## src/rtl/bitty_trace_buffer_if.sv

```systemverilog
// rtl/bitty_trace_buffer_if.sv - capture/trigger/readback signal bundle for the trace buffer
interface bitty_trace_buffer_if #(
    parameter int DATA_W = 8,
    parameter int DEPTH  = 16
);
    localparam int AW = $clog2(DEPTH);

    logic              ena;
    logic [DATA_W-1:0] sample_in;
    logic              arm;
    logic [AW-1:0]     pretrig;
    logic [DATA_W-1:0] trig_value;
    logic [DATA_W-1:0] trig_mask;
    logic              rd_req;
    logic [DATA_W-1:0] rd_data;
    logic              rd_valid;
    logic              triggered;
    logic              done;
    logic [2:0]        state;

    modport master (
        output ena, sample_in, arm, pretrig, trig_value, trig_mask, rd_req,
        input  rd_data, rd_valid, triggered, done, state
    );

    modport slave (
        input  ena, sample_in, arm, pretrig, trig_value, trig_mask, rd_req,
        output rd_data, rd_valid, triggered, done, state
    );
endinterface

```

## src/rtl/bitty_trace_buffer.sv

```systemverilog
// rtl/bitty_trace_buffer.sv - circular trace buffer with masked trigger and pre-trigger window
module bitty_trace_buffer #(
    parameter int DATA_W = 8,
    parameter int DEPTH  = 16
) (
    input  logic                 clk,
    input  logic                 rst_n,
    bitty_trace_buffer_if.slave  bus
);
    localparam int AW = $clog2(DEPTH);
    localparam logic [AW-1:0] LAST = AW'(DEPTH - 1);

    typedef enum logic [2:0] {
        S_IDLE = 3'd0,
        S_FILL = 3'd1,
        S_WAIT = 3'd2,
        S_POST = 3'd3,
        S_DONE = 3'd4
    } state_t;

    state_t            state_q;
    logic [DATA_W-1:0] mem [DEPTH];
    logic [AW-1:0]     wr_ptr_q, pre_cnt_q, post_cnt_q, trig_ptr_q, rd_ptr_q, rd_idx_q, pre_q;
    logic [DATA_W-1:0] value_q, mask_q, rd_data_q;
    logic              triggered_q, done_q, rd_valid_q;

    logic capturing, wr_en, hit;
    assign capturing = (state_q == S_FILL) || (state_q == S_WAIT) || (state_q == S_POST);
    assign wr_en     = capturing && bus.ena && !bus.arm;
    assign hit       = ((bus.sample_in ^ value_q) & mask_q) == '0;

    // Sample storage is deliberately left unreset.
    always_ff @(posedge clk) begin
        if (wr_en) mem[wr_ptr_q] <= bus.sample_in;
    end

    always_ff @(posedge clk or negedge rst_n) begin
        if (!rst_n) begin
            state_q     <= S_IDLE;
            wr_ptr_q    <= '0;
            pre_cnt_q   <= '0;
            post_cnt_q  <= '0;
            trig_ptr_q  <= '0;
            rd_ptr_q    <= '0;
            rd_idx_q    <= '0;
            pre_q       <= '0;
            value_q     <= '0;
            mask_q      <= '0;
            rd_data_q   <= '0;
            triggered_q <= 1'b0;
            done_q      <= 1'b0;
            rd_valid_q  <= 1'b0;
        end else begin
            rd_valid_q <= 1'b0;
            if (bus.arm) begin
                pre_q       <= bus.pretrig;
                value_q     <= bus.trig_value;
                mask_q      <= bus.trig_mask;
                wr_ptr_q    <= '0;
                pre_cnt_q   <= '0;
                rd_idx_q    <= '0;
                triggered_q <= 1'b0;
                done_q      <= 1'b0;
                state_q     <= (bus.pretrig == '0) ? S_WAIT : S_FILL;
            end else begin
                if (wr_en) wr_ptr_q <= wr_ptr_q + AW'(1);
                case (state_q)
                    S_FILL: if (bus.ena) begin
                        pre_cnt_q <= pre_cnt_q + AW'(1);
                        if (pre_cnt_q + AW'(1) == pre_q) state_q <= S_WAIT;
                    end
                    S_WAIT: if (bus.ena && hit) begin
                        trig_ptr_q  <= wr_ptr_q;
                        triggered_q <= 1'b1;
                        post_cnt_q  <= LAST - pre_q;
                        // Full pre-trigger window means the trigger sample is the last one.
                        if (pre_q == LAST) begin
                            state_q  <= S_DONE;
                            done_q   <= 1'b1;
                            rd_ptr_q <= wr_ptr_q - pre_q;
                        end else begin
                            state_q <= S_POST;
                        end
                    end
                    S_POST: if (bus.ena) begin
                        post_cnt_q <= post_cnt_q - AW'(1);
                        if (post_cnt_q == AW'(1)) begin
                            state_q  <= S_DONE;
                            done_q   <= 1'b1;
                            rd_ptr_q <= trig_ptr_q - pre_q;
                        end
                    end
                    S_DONE: if (bus.rd_req) begin
                        rd_data_q  <= mem[rd_ptr_q];
                        rd_valid_q <= 1'b1;
                        rd_ptr_q   <= rd_ptr_q + AW'(1);
                        rd_idx_q   <= rd_idx_q + AW'(1);
                        if (rd_idx_q == LAST) begin
                            state_q <= S_IDLE;
                            done_q  <= 1'b0;
                        end
                    end
                    default: ;
                endcase
            end
        end
    end

    assign bus.rd_data   = rd_data_q;
    assign bus.rd_valid  = rd_valid_q;
    assign bus.triggered = triggered_q;
    assign bus.done      = done_q;
    assign bus.state     = state_q;
endmodule

```

## src/flat_wrapper.sv

```systemverilog
// flat-port wrapper written by rule: the top's interface ports become plain ports
module bitty_trace_buffer_flat 
#(
    parameter int DATA_W = 8,
    parameter int DEPTH  = 16
)
  (clk, rst_n, bus_ena, bus_sample_in, bus_arm, bus_pretrig, bus_trig_value, bus_trig_mask, bus_rd_req, bus_rd_data, bus_rd_valid, bus_triggered, bus_done, bus_state);
  bitty_trace_buffer_if #(.DATA_W(DATA_W), .DEPTH(DEPTH)) bus_i ();
  input  logic clk;
  input  logic rst_n;
  input wire logic [$bits(bus_i.ena)-1:0] bus_ena;
  input wire logic [$bits(bus_i.sample_in)-1:0] bus_sample_in;
  input wire logic [$bits(bus_i.arm)-1:0] bus_arm;
  input wire logic [$bits(bus_i.pretrig)-1:0] bus_pretrig;
  input wire logic [$bits(bus_i.trig_value)-1:0] bus_trig_value;
  input wire logic [$bits(bus_i.trig_mask)-1:0] bus_trig_mask;
  input wire logic [$bits(bus_i.rd_req)-1:0] bus_rd_req;
  output wire logic [$bits(bus_i.rd_data)-1:0] bus_rd_data;
  output wire logic [$bits(bus_i.rd_valid)-1:0] bus_rd_valid;
  output wire logic [$bits(bus_i.triggered)-1:0] bus_triggered;
  output wire logic [$bits(bus_i.done)-1:0] bus_done;
  output wire logic [$bits(bus_i.state)-1:0] bus_state;
  assign bus_i.ena = bus_ena;
  assign bus_i.sample_in = bus_sample_in;
  assign bus_i.arm = bus_arm;
  assign bus_i.pretrig = bus_pretrig;
  assign bus_i.trig_value = bus_trig_value;
  assign bus_i.trig_mask = bus_trig_mask;
  assign bus_i.rd_req = bus_rd_req;
  assign bus_rd_data = bus_i.rd_data;
  assign bus_rd_valid = bus_i.rd_valid;
  assign bus_triggered = bus_i.triggered;
  assign bus_done = bus_i.done;
  assign bus_state = bus_i.state;
  bitty_trace_buffer #(.DATA_W(DATA_W), .DEPTH(DEPTH)) u_core (.clk(clk), .rst_n(rst_n), .bus(bus_i));
endmodule
```

## config.mk

```make
export PLATFORM = sky130hd
export DESIGN_NAME = bitty_trace_buffer_flat
export DESIGN_NICKNAME = d
export VERILOG_FILES = /design/src/rtl/bitty_trace_buffer_if.sv /design/src/rtl/bitty_trace_buffer.sv /design/src/flat_wrapper.sv
export SDC_FILE = /design/constraint.sdc
export NUM_CORES = 1
export LEC_CHECK = 0
export ABC_CLOCK_PERIOD_IN_PS = 2800
export CAP_MARGIN = 5
export CORE_ASPECT_RATIO = 1.2
export CORE_UTILIZATION = 50
export CTS_BUF_LIST = sky130_fd_sc_hd__clkbuf_4 sky130_fd_sc_hd__clkbuf_8 sky130_fd_sc_hd__clkbuf_16
export DETAILED_ROUTE_END_ITERATION = 6
export GPL_TIMING_DRIVEN = 0
export PLACE_DENSITY = 0.72
export SLEW_MARGIN = 20
export SYNTH_ARGS = -nofsm -noshare
export SYNTH_HDL_FRONTEND = slang
export SYNTH_SLANG_ARGS = --single-unit
```

## constraint.sdc

```tcl
create_clock -name clk -period 2.8 [get_ports clk]
set_clock_uncertainty 0.05 [all_clocks]
set_input_delay 0.42 -clock clk [delete_from_list [all_inputs] [get_ports clk]]
set_output_delay 0.42 -clock clk [all_outputs]
set_load 0.01 [all_outputs]
```

==> results.cfg <==
[flow_run]
maxCapViolCount = 0

[floorplanning]
row_count = 50
initial_core_util_pct = 51.3
ios = 47
core_area_um2 = 15700
die_x_um = 118
dieArea_um2 = 16600
die_h_um = 141

[sta]
period_share_pct = 94.3
hold_viol = 0
fmax_ghz = 0.379
max-slew-margin-rel_pct = 48.2
setup_ws_ns = 0.160
worst_pin_slew_ns = 0.773
fin_hold_ws_ns = 0.301
setup_viol = 0
drv_slew = 0
post-route-min-period_ns = 2.64
tns_ns = 0
rsz0062_at_grt = no

[synth]
synth_seq_area_share_pct = 65.7
netlist_instances = 473
avgSynthCellArea_um2 = 17.0
synth.distinct_cells = 53
yosysWarnings = 0
netlist_area_um2 = 8060
syn_nets = 519
synth_ff_type = edfxtp_1
synth_edf_count = 128
ys_ff_latch = 186
ys_async_sr_fraction_pct = 31.2

[outcome]
status = complete, no violations

[critical_path]
critPathKind = reg2reg
cp.required_ns = 2.81
critPathLaunchType = flip-flop
arrival_ns = 2.65
critPathCaptureType = flip-flop
critPathMaxFanout = 8

[clock_tree]
clkTransAtPathRegs_ns = 0.07
clockBufferDepth = 2
cts_buffers = 17
htree_levels = 4
cts.sinks = 186
root_buffer = clkbuf_16
cts_setup_buffers = 0
worstSkewPairLatency_ns = 0.43
cts_tree = yes

[route]
viasPerCell = 5.91
routedWlPerCell_um = 21.7
drcViolationCount = 0
drt-total-wl_mm = 16.5
dr.first_iter.drc_count = 348
num_vias = 4495
ant_nets = 0
dr.pass1.iters = 5

[layout]
nets = 585
final_area_um2 = 9460
syn2layout_area_growth_pct = 17.3
drive_gt1_share_pct = 19.6
diodes = 0

[placement]
numPortBuffers = 45
dpl_cell_area_um2 = 8810
post-dp-hpwl_mm = 11.0
routabilityCongestion = 0.840
post-place-ws_ns = -0.491

[global_routing]
grt_pass1_wl_mm = 25.7
grt_antenna_before_repair = 0
grt_pass1_vias = 4661
grtUsageTotal_pct = 21.3
grt.overflow.total = 0
grt_max_degree = 55

[power]
ir_drop_mv = 0.474
power.density_nw_per_um2 = 770
p_leak_uw = 0.00343

[hold_path]
holdCritPathClass = in2async
-- worst paths after layout --
kind                                          start               endpoint  slack [ns]  cells after the start
min in group clk                            bus_ena    u_core.pre_cnt_q[1]        0.30                      3
worst min-delay path                          rst_n  u_core.bus.rd_data[3]        0.30                      2
max in group asynchronous                     rst_n     u_core.wr_ptr_q[2]        1.92                      3
worst min register to register     u_core.mask_q[0]       u_core.mask_q[0]        0.46                      1
worst max-delay path            u_core.bus.state[0]       u_core.mem[5][7]        0.16                      6
worst max register to register  u_core.bus.state[0]       u_core.mem[5][7]        0.16                      6
-- cell usage in the layout, fill, tap and decap left out, types with 8 or more instances in the layout --
cell / n
mux4_1: 28
clkbuf_1: 8
edfxtp_1: 128
nand2_1: 17
mux2_4: 9
dfrtp_1: 58
nor2_1: 25
mux2_2: 24
o21ai_0: 14
inv_1: 9
clkdlybuf4s50_1: 41
nor2_2: 11
ha_1: 12
mux4_2: 12
xor2_1: 17
clkbuf_16: 17
a21oi_1: 16
nand3_1: 12
-- where the power goes --
group | switching (µW) | internal [µW] | leakage [µW] | total [µW]
clock | 1060 | 1240 | 0.000279 | 2300
combinational | 830 | 938 | 0.00125 | 1770
sequential | 118 | 3100 | 0.00189 | 3220
total | 2010 | 5280 | 0.00343 | 7290
-- sequential cells by signal, indices dropped and copies added, names as in the netlist --
name                  flops
u_core.bus.done           1
u_core.mask_q             8
u_core.wr_ptr_q           4
u_core.mem              128
u_core.value_q            8
u_core.pre_cnt_q          4
u_core.bus.rd_valid       1
u_core.trig_ptr_q         4
u_core.post_cnt_q         4
u_core.bus.rd_data        8
u_core.rd_idx_q           4
u_core.bus.state          3
u_core.pre_q              4
u_core.rd_ptr_q           4
u_core.bus.triggered      1
-- repair_timing --
| action | CTS | global route |
|---|---|---|
| endpoints found under the setup margin | 116 | 129 |
| pin swaps | 0 | 0 |
| endpoints found under the hold margin | 28 | 0 |
| resized for setup | 16 | 8 |
| hold buffers | 1 | 0 |
-- logic make-up after synthesis --
logic type | Yosys count | share of synthesized area (%)
muxes | 76 | 17.9
adders and majority gates | 13 | 2.11
buffers and inverters | 31 | 2.02
AOI/OAI and AO/OA | 49 | 3.94
DFF | 186 | 65.7
and+or+nand+nor | 95 | 5.68
xor gates and xnor gates | 23 | 2.67
-- final cells by class --
| class | instances | area [µm²] |
|---|---|---|
| Multi-Input combinational cell | 256 | 2680 |
| Clock buffer | 17 | 425 |
| Buffer | 21 | 128 |
| Inverter | 10 | 37.5 |
| Tap cell | 208 | 260 |
| Sequential cell | 186 | 5300 |
| Clock inverter | 15 | 143 |
| Timing Repair Buffer | 47 | 489 |
| Fill cell | 1136 | 6240 |
-- per-stage QoR --
stage,power (µW),instances,util [%]
6_report,7290,760,60.2
3_5_place_dp,5040,727,56.1
4_1_cts,7340,760,60.1
2_1_floorplan,4450,473,-
5_1_grt,7580,760,60.2
3_3_place_gp,4970,726,55.9
-- cells in the mapped netlist (2+ instances only) --
master | number | area, µm²
edfxtp_1 | 128 | 3840
dfrtp_1 | 58 | 1450
nor2_1 | 36 | 135
mux4_1 | 28 | 736
mux2_2 | 24 | 270
nand2_1 | 17 | 63.8
xor2_1 | 17 | 149
a21oi_1 | 16 | 80.1
o21ai_0 | 14 | 70.1
ha_1 | 12 | 150
mux4_2 | 12 | 270
nand3_1 | 12 | 60.1
clkbuf_1 | 10 | 37.5
inv_1 | 9 | 33.8
mux2_4 | 9 | 135
nor3_1 | 8 | 40.0
xnor2_1 | 5 | 43.8
nand2b_1 | 4 | 25.0
buf_1 | 3 | 11.3
buf_2 | 3 | 15.0
buf_8 | 3 | 45.0
mux2i_1 | 3 | 30.0
nand4_1 | 3 | 18.8
nor2b_1 | 3 | 18.8
nor3b_1 | 3 | 22.5
or3_1 | 3 | 18.8
a22oi_1 | 2 | 15.0
a2bb2oi_1 | 2 | 17.5
o41ai_1 | 2 | 17.5
-- worst max-delay path, stage by stage (launching register included) --
cell      delay (ns)
dfrtp_1         0.35
clkbuf_2        0.20
nor2_1          0.10
nor3b_2         0.39
nor2b_1         0.30
nand2_1         0.22
nor2_1          0.64
-- routing by layer --
metal  track usage [%]  wire, µm  up-vias
li1                  -         -     1984
met1              26.5      6690     2303
met2              36.3      8590      180
met3              4.49       889       28
met4              9.24       359        0
met5                 0         0        -
(Power assumes the default switching activity.)
